## src/rtl/wbs_host_pkg.sv

```systemverilog
// Shared types for the Wishbone host master: command record, FSM states
// and the default error word returned on a timed-out transfer.
package wbs_host_pkg;

  // Read data reported when a transfer is abandoned after a timeout.
  localparam logic [31:0] ERR_DATA_DEFAULT = 32'hDEAD_BEEF;

  // One queued bus command, 69 bits.
  typedef struct packed {
    logic        we;
    logic [31:0] adr;
    logic [31:0] dat;
    logic [3:0]  sel;
  } wbm_cmd_t;

  // Transfer sequencing states.
  typedef enum logic [1:0] {
    IDLE = 2'd0,
    REQ  = 2'd1,
    RESP = 2'd2
  } wbm_state_e;

endpackage

```

## src/rtl/wbs_host_cmd_fifo.sv

```systemverilog
// Command queue for the Wishbone host master. Pointers carry one extra
// bit so full and empty are told apart by the MSB alone; a simultaneous
// push and pop leaves the occupancy unchanged.
module wbs_host_cmd_fifo
  import wbs_host_pkg::*;
#(
  parameter int DEPTH = 4
) (
  input  logic     i_clk,
  input  logic     i_rst,
  input  logic     i_push,
  input  wbm_cmd_t i_data,
  input  logic     i_pop,
  output wbm_cmd_t o_data,
  output logic     o_full,
  output logic     o_empty
);

  localparam int AW = $clog2(DEPTH);
  localparam logic [AW:0] PTR_ONE = {{AW{1'b0}}, 1'b1};

  wbm_cmd_t    r_mem [DEPTH];
  logic [AW:0] r_wr_ptr;
  logic [AW:0] r_rd_ptr;
  logic        w_push;
  logic        w_pop;

  // Pushes into a full queue and pops from an empty one are dropped.
  assign w_push  = i_push && !o_full;
  assign w_pop   = i_pop && !o_empty;

  assign o_empty = (r_wr_ptr == r_rd_ptr);
  assign o_full  = (r_wr_ptr[AW] != r_rd_ptr[AW]) &&
                   (r_wr_ptr[AW-1:0] == r_rd_ptr[AW-1:0]);
  assign o_data  = r_mem[r_rd_ptr[AW-1:0]];

  // Advance read/write pointers; reset flushes the queue.
  always_ff @(posedge i_clk or posedge i_rst) begin
    if (i_rst) begin
      r_wr_ptr <= '0;
      r_rd_ptr <= '0;
    end else begin
      if (w_push) begin
        r_wr_ptr <= r_wr_ptr + PTR_ONE;
      end
      if (w_pop) begin
        r_rd_ptr <= r_rd_ptr + PTR_ONE;
      end
    end
  end

  // Store the incoming command at the write slot.
  always_ff @(posedge i_clk) begin
    if (w_push) begin
      r_mem[r_wr_ptr[AW-1:0]] <= i_data;
    end
  end

endmodule

```

## src/rtl/wbs_host_master.sv

```systemverilog
// Wishbone classic single-transfer master. Commands are queued over a
// valid/ready port, each one becomes exactly one bus cycle, and each
// bus cycle yields exactly one held response, in order.
// Optional feature macro: WBS_HOST_MASTER_TIMEOUT_EN -- abandons a bus
// cycle that is not acknowledged within TIMEOUT_CYC wait cycles and
// reports ERR_DATA with rsp_err set. Without it REQ waits forever.
module wbs_host_master
  import wbs_host_pkg::*;
#(
  parameter int          CMD_DEPTH   = 4,
  parameter int          TIMEOUT_CYC = 255,
  parameter logic [31:0] ERR_DATA    = ERR_DATA_DEFAULT
) (
  input  logic        wb_clk_i,
  input  logic        wb_rst_i,
  input  logic        cmd_valid,
  output logic        cmd_ready,
  input  logic        cmd_we,
  input  logic [31:0] cmd_adr,
  input  logic [31:0] cmd_dat,
  input  logic [3:0]  cmd_sel,
  output logic        rsp_valid,
  input  logic        rsp_ready,
  output logic [31:0] rsp_dat,
  output logic        rsp_err,
  output logic        wbm_cyc_o,
  output logic        wbm_stb_o,
  output logic        wbm_we_o,
  output logic [3:0]  wbm_sel_o,
  output logic [31:0] wbm_adr_o,
  output logic [31:0] wbm_dat_o,
  input  logic        wbm_ack_i,
  input  logic [31:0] wbm_dat_i,
  output logic        busy
);

  wbm_cmd_t    w_cmd_in;
  wbm_cmd_t    w_head;
  logic        w_fifo_full;
  logic        w_fifo_empty;
  logic        w_push;
  logic        w_pop;

  wbm_state_e  r_state;
  logic        r_cyc;
  logic        r_we;
  logic [3:0]  r_sel;
  logic [31:0] r_adr;
  logic [31:0] r_dat;
  logic        r_rsp_valid;
  logic [31:0] r_rsp_dat;

`ifdef WBS_HOST_MASTER_TIMEOUT_EN
  localparam int TO_W = (TIMEOUT_CYC < 1) ? 1 : $clog2(TIMEOUT_CYC + 1);
  localparam logic [TO_W-1:0] TO_LAST = TO_W'(TIMEOUT_CYC);
  localparam logic [TO_W-1:0] TO_ONE  = {{(TO_W-1){1'b0}}, 1'b1};

  logic [TO_W-1:0] r_to_cnt;
  logic            r_rsp_err;

  assign rsp_err = r_rsp_err;
`else
  // Timeout configuration has no effect in this build.
  logic w_unused_cfg;
  assign w_unused_cfg = ^{TIMEOUT_CYC, ERR_DATA};
  assign rsp_err      = 1'b0;
`endif

  assign w_cmd_in = '{we: cmd_we, adr: cmd_adr, dat: cmd_dat, sel: cmd_sel};
  assign w_push   = cmd_valid && !w_fifo_full;
  // The head leaves the queue on the same edge that launches its bus cycle.
  assign w_pop    = (r_state == IDLE) && !w_fifo_empty;

  wbs_host_cmd_fifo #(
    .DEPTH (CMD_DEPTH)
  ) u_cmd_fifo (
    .i_clk   (wb_clk_i),
    .i_rst   (wb_rst_i),
    .i_push  (w_push),
    .i_data  (w_cmd_in),
    .i_pop   (w_pop),
    .o_data  (w_head),
    .o_full  (w_fifo_full),
    .o_empty (w_fifo_empty)
  );

  assign cmd_ready = !w_fifo_full;
  assign busy      = !w_fifo_empty || (r_state != IDLE);

  // Classic Wishbone: strobe is asserted for the whole cycle.
  assign wbm_cyc_o = r_cyc;
  assign wbm_stb_o = r_cyc;
  assign wbm_we_o  = r_we;
  assign wbm_sel_o = r_sel;
  assign wbm_adr_o = r_adr;
  assign wbm_dat_o = r_dat;
  assign rsp_valid = r_rsp_valid;
  assign rsp_dat   = r_rsp_dat;

  // Transfer sequencer: launch from the queue, wait for ack, hold response.
  always_ff @(posedge wb_clk_i or posedge wb_rst_i) begin
    if (wb_rst_i) begin
      r_state     <= IDLE;
      r_cyc       <= 1'b0;
      r_we        <= 1'b0;
      r_sel       <= 4'h0;
      r_adr       <= 32'h0;
      r_dat       <= 32'h0;
      r_rsp_valid <= 1'b0;
      r_rsp_dat   <= 32'h0;
`ifdef WBS_HOST_MASTER_TIMEOUT_EN
      r_to_cnt    <= '0;
      r_rsp_err   <= 1'b0;
`endif
    end else begin
      case (r_state)
        IDLE: begin
          if (!w_fifo_empty) begin
            r_cyc   <= 1'b1;
            r_we    <= w_head.we;
            r_sel   <= w_head.sel;
            r_adr   <= w_head.adr;
            r_dat   <= w_head.dat;
            r_state <= REQ;
`ifdef WBS_HOST_MASTER_TIMEOUT_EN
            r_to_cnt <= '0;
`endif
          end
        end
        REQ: begin
          // An ack on the final timeout edge still completes normally.
          if (wbm_ack_i) begin
            r_cyc       <= 1'b0;
            r_rsp_dat   <= r_we ? 32'h0 : wbm_dat_i;
            r_rsp_valid <= 1'b1;
            r_state     <= RESP;
`ifdef WBS_HOST_MASTER_TIMEOUT_EN
            r_rsp_err   <= 1'b0;
          end else if (r_to_cnt == TO_LAST) begin
            r_cyc       <= 1'b0;
            r_rsp_dat   <= ERR_DATA;
            r_rsp_err   <= 1'b1;
            r_rsp_valid <= 1'b1;
            r_state     <= RESP;
          end else begin
            r_to_cnt    <= r_to_cnt + TO_ONE;
`endif
          end
        end
        RESP: begin
          if (rsp_ready) begin
            r_rsp_valid <= 1'b0;
            r_state     <= IDLE;
          end
        end
        default: begin
          r_cyc       <= 1'b0;
          r_rsp_valid <= 1'b0;
          r_state     <= IDLE;
        end
      endcase
    end
  end

endmodule

```

## config.mk

```make
export PLATFORM = sky130hd
export DESIGN_NAME = wbs_host_master
export DESIGN_NICKNAME = d
export VERILOG_FILES = /design/src/rtl/wbs_host_pkg.sv /design/src/rtl/wbs_host_cmd_fifo.sv /design/src/rtl/wbs_host_master.sv
export SDC_FILE = /design/constraint.sdc
export NUM_CORES = 1
export LEC_CHECK = 0
export CORE_UTILIZATION = 30
export DETAILED_ROUTE_END_ITERATION = 7
export HOLD_SLACK_MARGIN = 0.15
export SYNTH_ARGS = -nofsm -noshare
export SYNTH_HDL_FRONTEND = slang
export SYNTH_HIERARCHICAL = 1
export SYNTH_SLANG_ARGS = --single-unit
export TNS_END_PERCENT = 1
```

## constraint.sdc

```tcl
create_clock -name wb_clk_i -period 4.2 [get_ports wb_clk_i]
set_input_delay 1.26 -clock wb_clk_i [delete_from_list [all_inputs] [get_ports wb_clk_i]]
set_output_delay 1.26 -clock wb_clk_i [all_outputs]
set_load 0.005 [all_outputs]
```

==> run summary <==
The run finished with clean final reports. The all-layer global routing usage came out at 0.125. For hold timing, the worst endpoint is wbm_adr_o[28].

The type of element launching the critical path is a flip-flop. The worst hold path stage count is 1. The mean post-synth cell area is roughly 21 um2. The worst setup path is of the reg -> out kind. The setup clock skew after layout is between 0.015 and 0.02 ns. The count of hold-fix buffers inserted at cts came out at 0. Counting every sink on the clock net gives ~390. Setup repair after global routing left no endpoint under its margin. The internal portion of the total power is 10.2 mW.

The final-stage net count came out at approximately 1000. The worst hold path begins at wbm_adr_o[28]. The largest vdd supply drop is 0.539 mV.

The first global-routing pass estimated between 40000 and 50000 um of wire. The logic gate share of total power is 0.332. The total congestion overflow after global routing is 0. The type of the tightest min-delay check is reg -> reg.

The maximum buffer depth of the clock tree is 3. The share of total power in the clock network is 0.256. In this run the static leakage power is approximately 6.5 nW. The synthesis warning total came out at 6. The top achievable clock speed came out at 259 MHz.

Clock tree synthesis selected as its root buffer the cell sky130_fd_sc_hd__clkbuf_16. The layout cell share with drive strength beyond 1 is 0.269. The minimum setup slack among reg-to-reg paths came out at ~1.3 ns. The sequential power share is 0.411. The worst register-to-register path ends at wbm_dat_o[19]. The transition at the pin with the smallest max-transition slack came out at 0.950 ns.

The wire length reported by the detailed router is 30800 um. TritonCTS built the clock tree. The final number of setup-violating endpoints came out at 0. The synthesis-to-finish area growth came out at 28.6%. Counting cells, the worst reg-to-reg path comes to 4. Post-CTS timing repair inserted 0 buffers for setup. The element type at the critical path end is an output pin. The number of antenna cells inserted came out at 0. The horizontal die dimension came out at 223 um. The wire length per cell after detailed routing came out at between 15 and 20 um. The post-synthesis cell area came out at approximately 15000 um2. The die height is 223 um.

The post-route DRC violation count is 0. The sequential-to-total area share from yosys stat is 0.753. The total negative slack came out at 0 ns. The routed via count is 7041. Leaving out fill and tap cells, the most frequent cell in the layout is sky130_fd_sc_hd__edfxtp_1.

The synthesized netlist contains 39 unique library cells. The initial utilization of the core area, before any placement, comes to 0.306. The signal arrival time at the worst endpoint is between 2 and 3 ns. The library cells used most frequently in the layout, excluding fill and tap cells, are sky130_fd_sc_hd__edfxtp_1 (276), sky130_fd_sc_hd__clkdlybuf4s50_1 (211), sky130_fd_sc_hd__dfrtp_1 (109), sky130_fd_sc_hd__mux2_2 (93), sky130_fd_sc_hd__mux4_2 (69). Clock-pin slew was measured on the worst setup and hold paths at 0.06 ns. After synthesis the netlist holds a flip-flop and latch count of 387. The final number of max-transition violations is 0. The required time at the worst-slack endpoint came out at 2.94 ns. The ratio of total power to cell area came out at 753 nW/um2. The clock insertion delay at the later pin of the skew report is between 0.5 and 0.6 ns. The switching share of power is 0.282.

By area the synthesized netlist is led by sky130_fd_sc_hd__edfxtp_1 (56%), sky130_fd_sc_hd__dfrtp_1 (19%), sky130_fd_sc_hd__mux4_2 (11%). The count of buffers added on input and output ports is ~210. The boundary pin count came out at 213.

Entering global routing, the biggest net connects between 70 and 80 pins. When the netlist entered floorplanning its net count stood at 795. The normalized max-slew margin is 0.367.

At the placement stage, the worst setup path has a slack of 0.850 ns. The number of gates resized after CTS came out at 0. The cell count after synthesis came out at about 700. The minimum clock period after layout came out at 3.86 ns. The worst setup margin came out at 0.338 ns. The largest fanout on the critical path came out at 5. The reported max-cap violation count is 0.

The worst register-to-register path begins at u_cmd_fifo/r_rd_ptr[0]. The full die area is ~50000 um2. Before antenna repair, the detailed router went through 4 iterations. In this run the core area contains 80 standard-cell rows. The number of antenna violations at the first check in global routing came to 0. The top-area cell type share of the netlist area is 0.564. In this run the power spent charging and discharging nets is ~4 mW. The total CTS buffers is 43.

Summed over all nets, the half-perimeter wirelength after detailed placement is 18500 um. The via density per instance is 4.48. The core region area came out at ~48000 um2. The number of routed nets with antenna violations came out at 0. In this run, the number of DRC markers left after iteration 0 of detailed routing was 256. The routability congestion estimate is 0.713. The largest total area in the synthesized netlist belongs to sky130_fd_sc_hd__edfxtp_1. The H-tree was split into 2 levels. The number of global-route vias before repair is 7503.

The number of hold-slack violations in the final timing report is 0. Of the available clock period, the critical path in the final layout requires 0.920.
stage by stage:
| stage | cell area (um2) | power (mW) | instances | hold WS, ns | utilization |
|---|---|---|---|---|---|
| 6_report | 18900 | 14.2 | 1571 | 0.482 | 0.394 |
| 5_1_grt | 18900 | 15.0 | 1571 | 0.512 | 0.394 |
| 4_1_cts | 18900 | 14.5 | 1571 | 0.487 | 0.394 |
| 3_5_place_dp | 17500 | 10.8 | 1491 | 0.474 | 0.365 |
| 3_3_place_gp | 17500 | 10.7 | 1491 | 0.471 | 0.365 |
| 2_1_floorplan | 14700 | 8.80 | 684 | 0.483 | - |
synthesized netlist by cell type:
master,number
sky130_fd_sc_hd__mux2_1,8
sky130_fd_sc_hd__nor3_1,1
sky130_fd_sc_hd__nand3_1,1
sky130_fd_sc_hd__and2_1,1
sky130_fd_sc_hd__and3_1,1
sky130_fd_sc_hd__a21oi_1,5
sky130_fd_sc_hd__and3_2,2
sky130_fd_sc_hd__conb_1,1
sky130_fd_sc_hd__or2_2,1
sky130_fd_sc_hd__o21ba_2,1
sky130_fd_sc_hd__clkbuf_1,3
sky130_fd_sc_hd__a31oi_1,1
sky130_fd_sc_hd__o2bb2ai_1,2
sky130_fd_sc_hd__nor2_1,4
sky130_fd_sc_hd__xor2_2,2
sky130_fd_sc_hd__nand3_2,1
sky130_fd_sc_hd__and3b_1,1
sky130_fd_sc_hd__ha_1,5
sky130_fd_sc_hd__edfxtp_1,276
sky130_fd_sc_hd__a31oi_2,1
sky130_fd_sc_hd__nand2b_1,2
sky130_fd_sc_hd__mux2_2,93
sky130_fd_sc_hd__xnor2_1,4
sky130_fd_sc_hd__nand2_1,2
sky130_fd_sc_hd__mux4_2,69
sky130_fd_sc_hd__o31ai_1,3
sky130_fd_sc_hd__buf_2,10
sky130_fd_sc_hd__nor3_4,1
sky130_fd_sc_hd__inv_1,7
sky130_fd_sc_hd__a211oi_1,3
sky130_fd_sc_hd__nor3b_1,1
sky130_fd_sc_hd__buf_6,15
sky130_fd_sc_hd__nor2b_1,34
sky130_fd_sc_hd__o31ai_2,1
sky130_fd_sc_hd__a21o_1,1
sky130_fd_sc_hd__buf_4,6
sky130_fd_sc_hd__dfrtp_1,111
sky130_fd_sc_hd__xor2_1,2
sky130_fd_sc_hd__xnor2_2,1
layout make-up:
cell class / instances / area (um2)
Fill cell: 4365 / 29100
Sequential cell: 387 / 11100
Multi-Input combinational cell: 256 / 3350
Timing Repair Buffer: 226 / 2300
Inverter: 7 / 28.8
Clock inverter: 18 / 158
Tap cell: 615 / 769
Clock buffer: 62 / 1230
worst max-delay path: stages (launching register included):
cell,delay [ns]
sky130_fd_sc_hd__dfrtp_4,0.51
sky130_fd_sc_hd__xor2_2,0.22
sky130_fd_sc_hd__nor3_1,0.70
sky130_fd_sc_hd__nand2_1,0.11
sky130_fd_sc_hd__clkdlybuf4s50_1,0.51
logic make-up (layout without fill, tap and decap cells):
group / after synthesis / after routing / share of synthesized area
other: 1 / 1 / 0.000255
buffers and inverters: 41 / 313 / 0.0205
adders and majority gates: 5 / 5 / 0.00426
AOI/OAI and AO/OA: 18 / 18 / 0.00928
DFF: 387 / 387 / 0.753
xor gates and xnor gates: 9 / 9 / 0.00690
and+or+nand+nor: 53 / 53 / 0.0227
muxes: 170 / 170 / 0.183
power groups by stage:
stage	logic [mW]	registers [mW]	clock network [mW]
3_3_place_gp	4.82	5.90	0
4_1_cts	4.88	5.88	3.77
6_report	4.73	5.86	3.65
3_5_place_dp	4.86	5.95	0
2_1_floorplan	2.93	5.87	0
5_1_grt	5.12	5.99	3.92
flip-flops by register name, indices dropped and copies added (netlist names):
signal	cells
u_cmd_fifo/r_rd_ptr	3
wbm_adr_o	32
wbm_we_o	1
wbm_dat_o	32
wbm_cyc_o	1
rsp_dat	32
u_cmd_fifo/r_mem	276
r_state	2
wbm_sel_o	4
rsp_valid	1
u_cmd_fifo/r_wr_ptr	3
per-layer routing:
layer | wire length (um) | vias up | global-route usage
li1 | - | 3177 | -
met1 | 13600 | 3668 | 0.164
met2 | 15100 | 159 | 0.206
met3 | 1550 | 37 | 0.0320
met4 | 552 | 0 | 0.0336
met5 | 0 | - | 0
worst max-delay path by stage:
| stage | startpoint | endpoint | slack [ns] |
|---|---|---|---|
| after global routing | u_cmd_fifo/r_wr_ptr[0] | busy | 0.26 |
| final | u_cmd_fifo/r_rd_ptr[0] | busy | 0.34 |
| after floorplan | wb_rst_i | r_state[0] | 0.18 |
| after CTS | u_cmd_fifo/r_rd_ptr[0] | busy | 0.32 |
| after global placement | cmd_valid | u_cmd_fifo/r_mem[3][15] | 0.86 |
| after detailed placement | cmd_valid | u_cmd_fifo/r_mem[1][41] | 0.85 |
No activity file was read; power rests on OpenSTA's default activity.
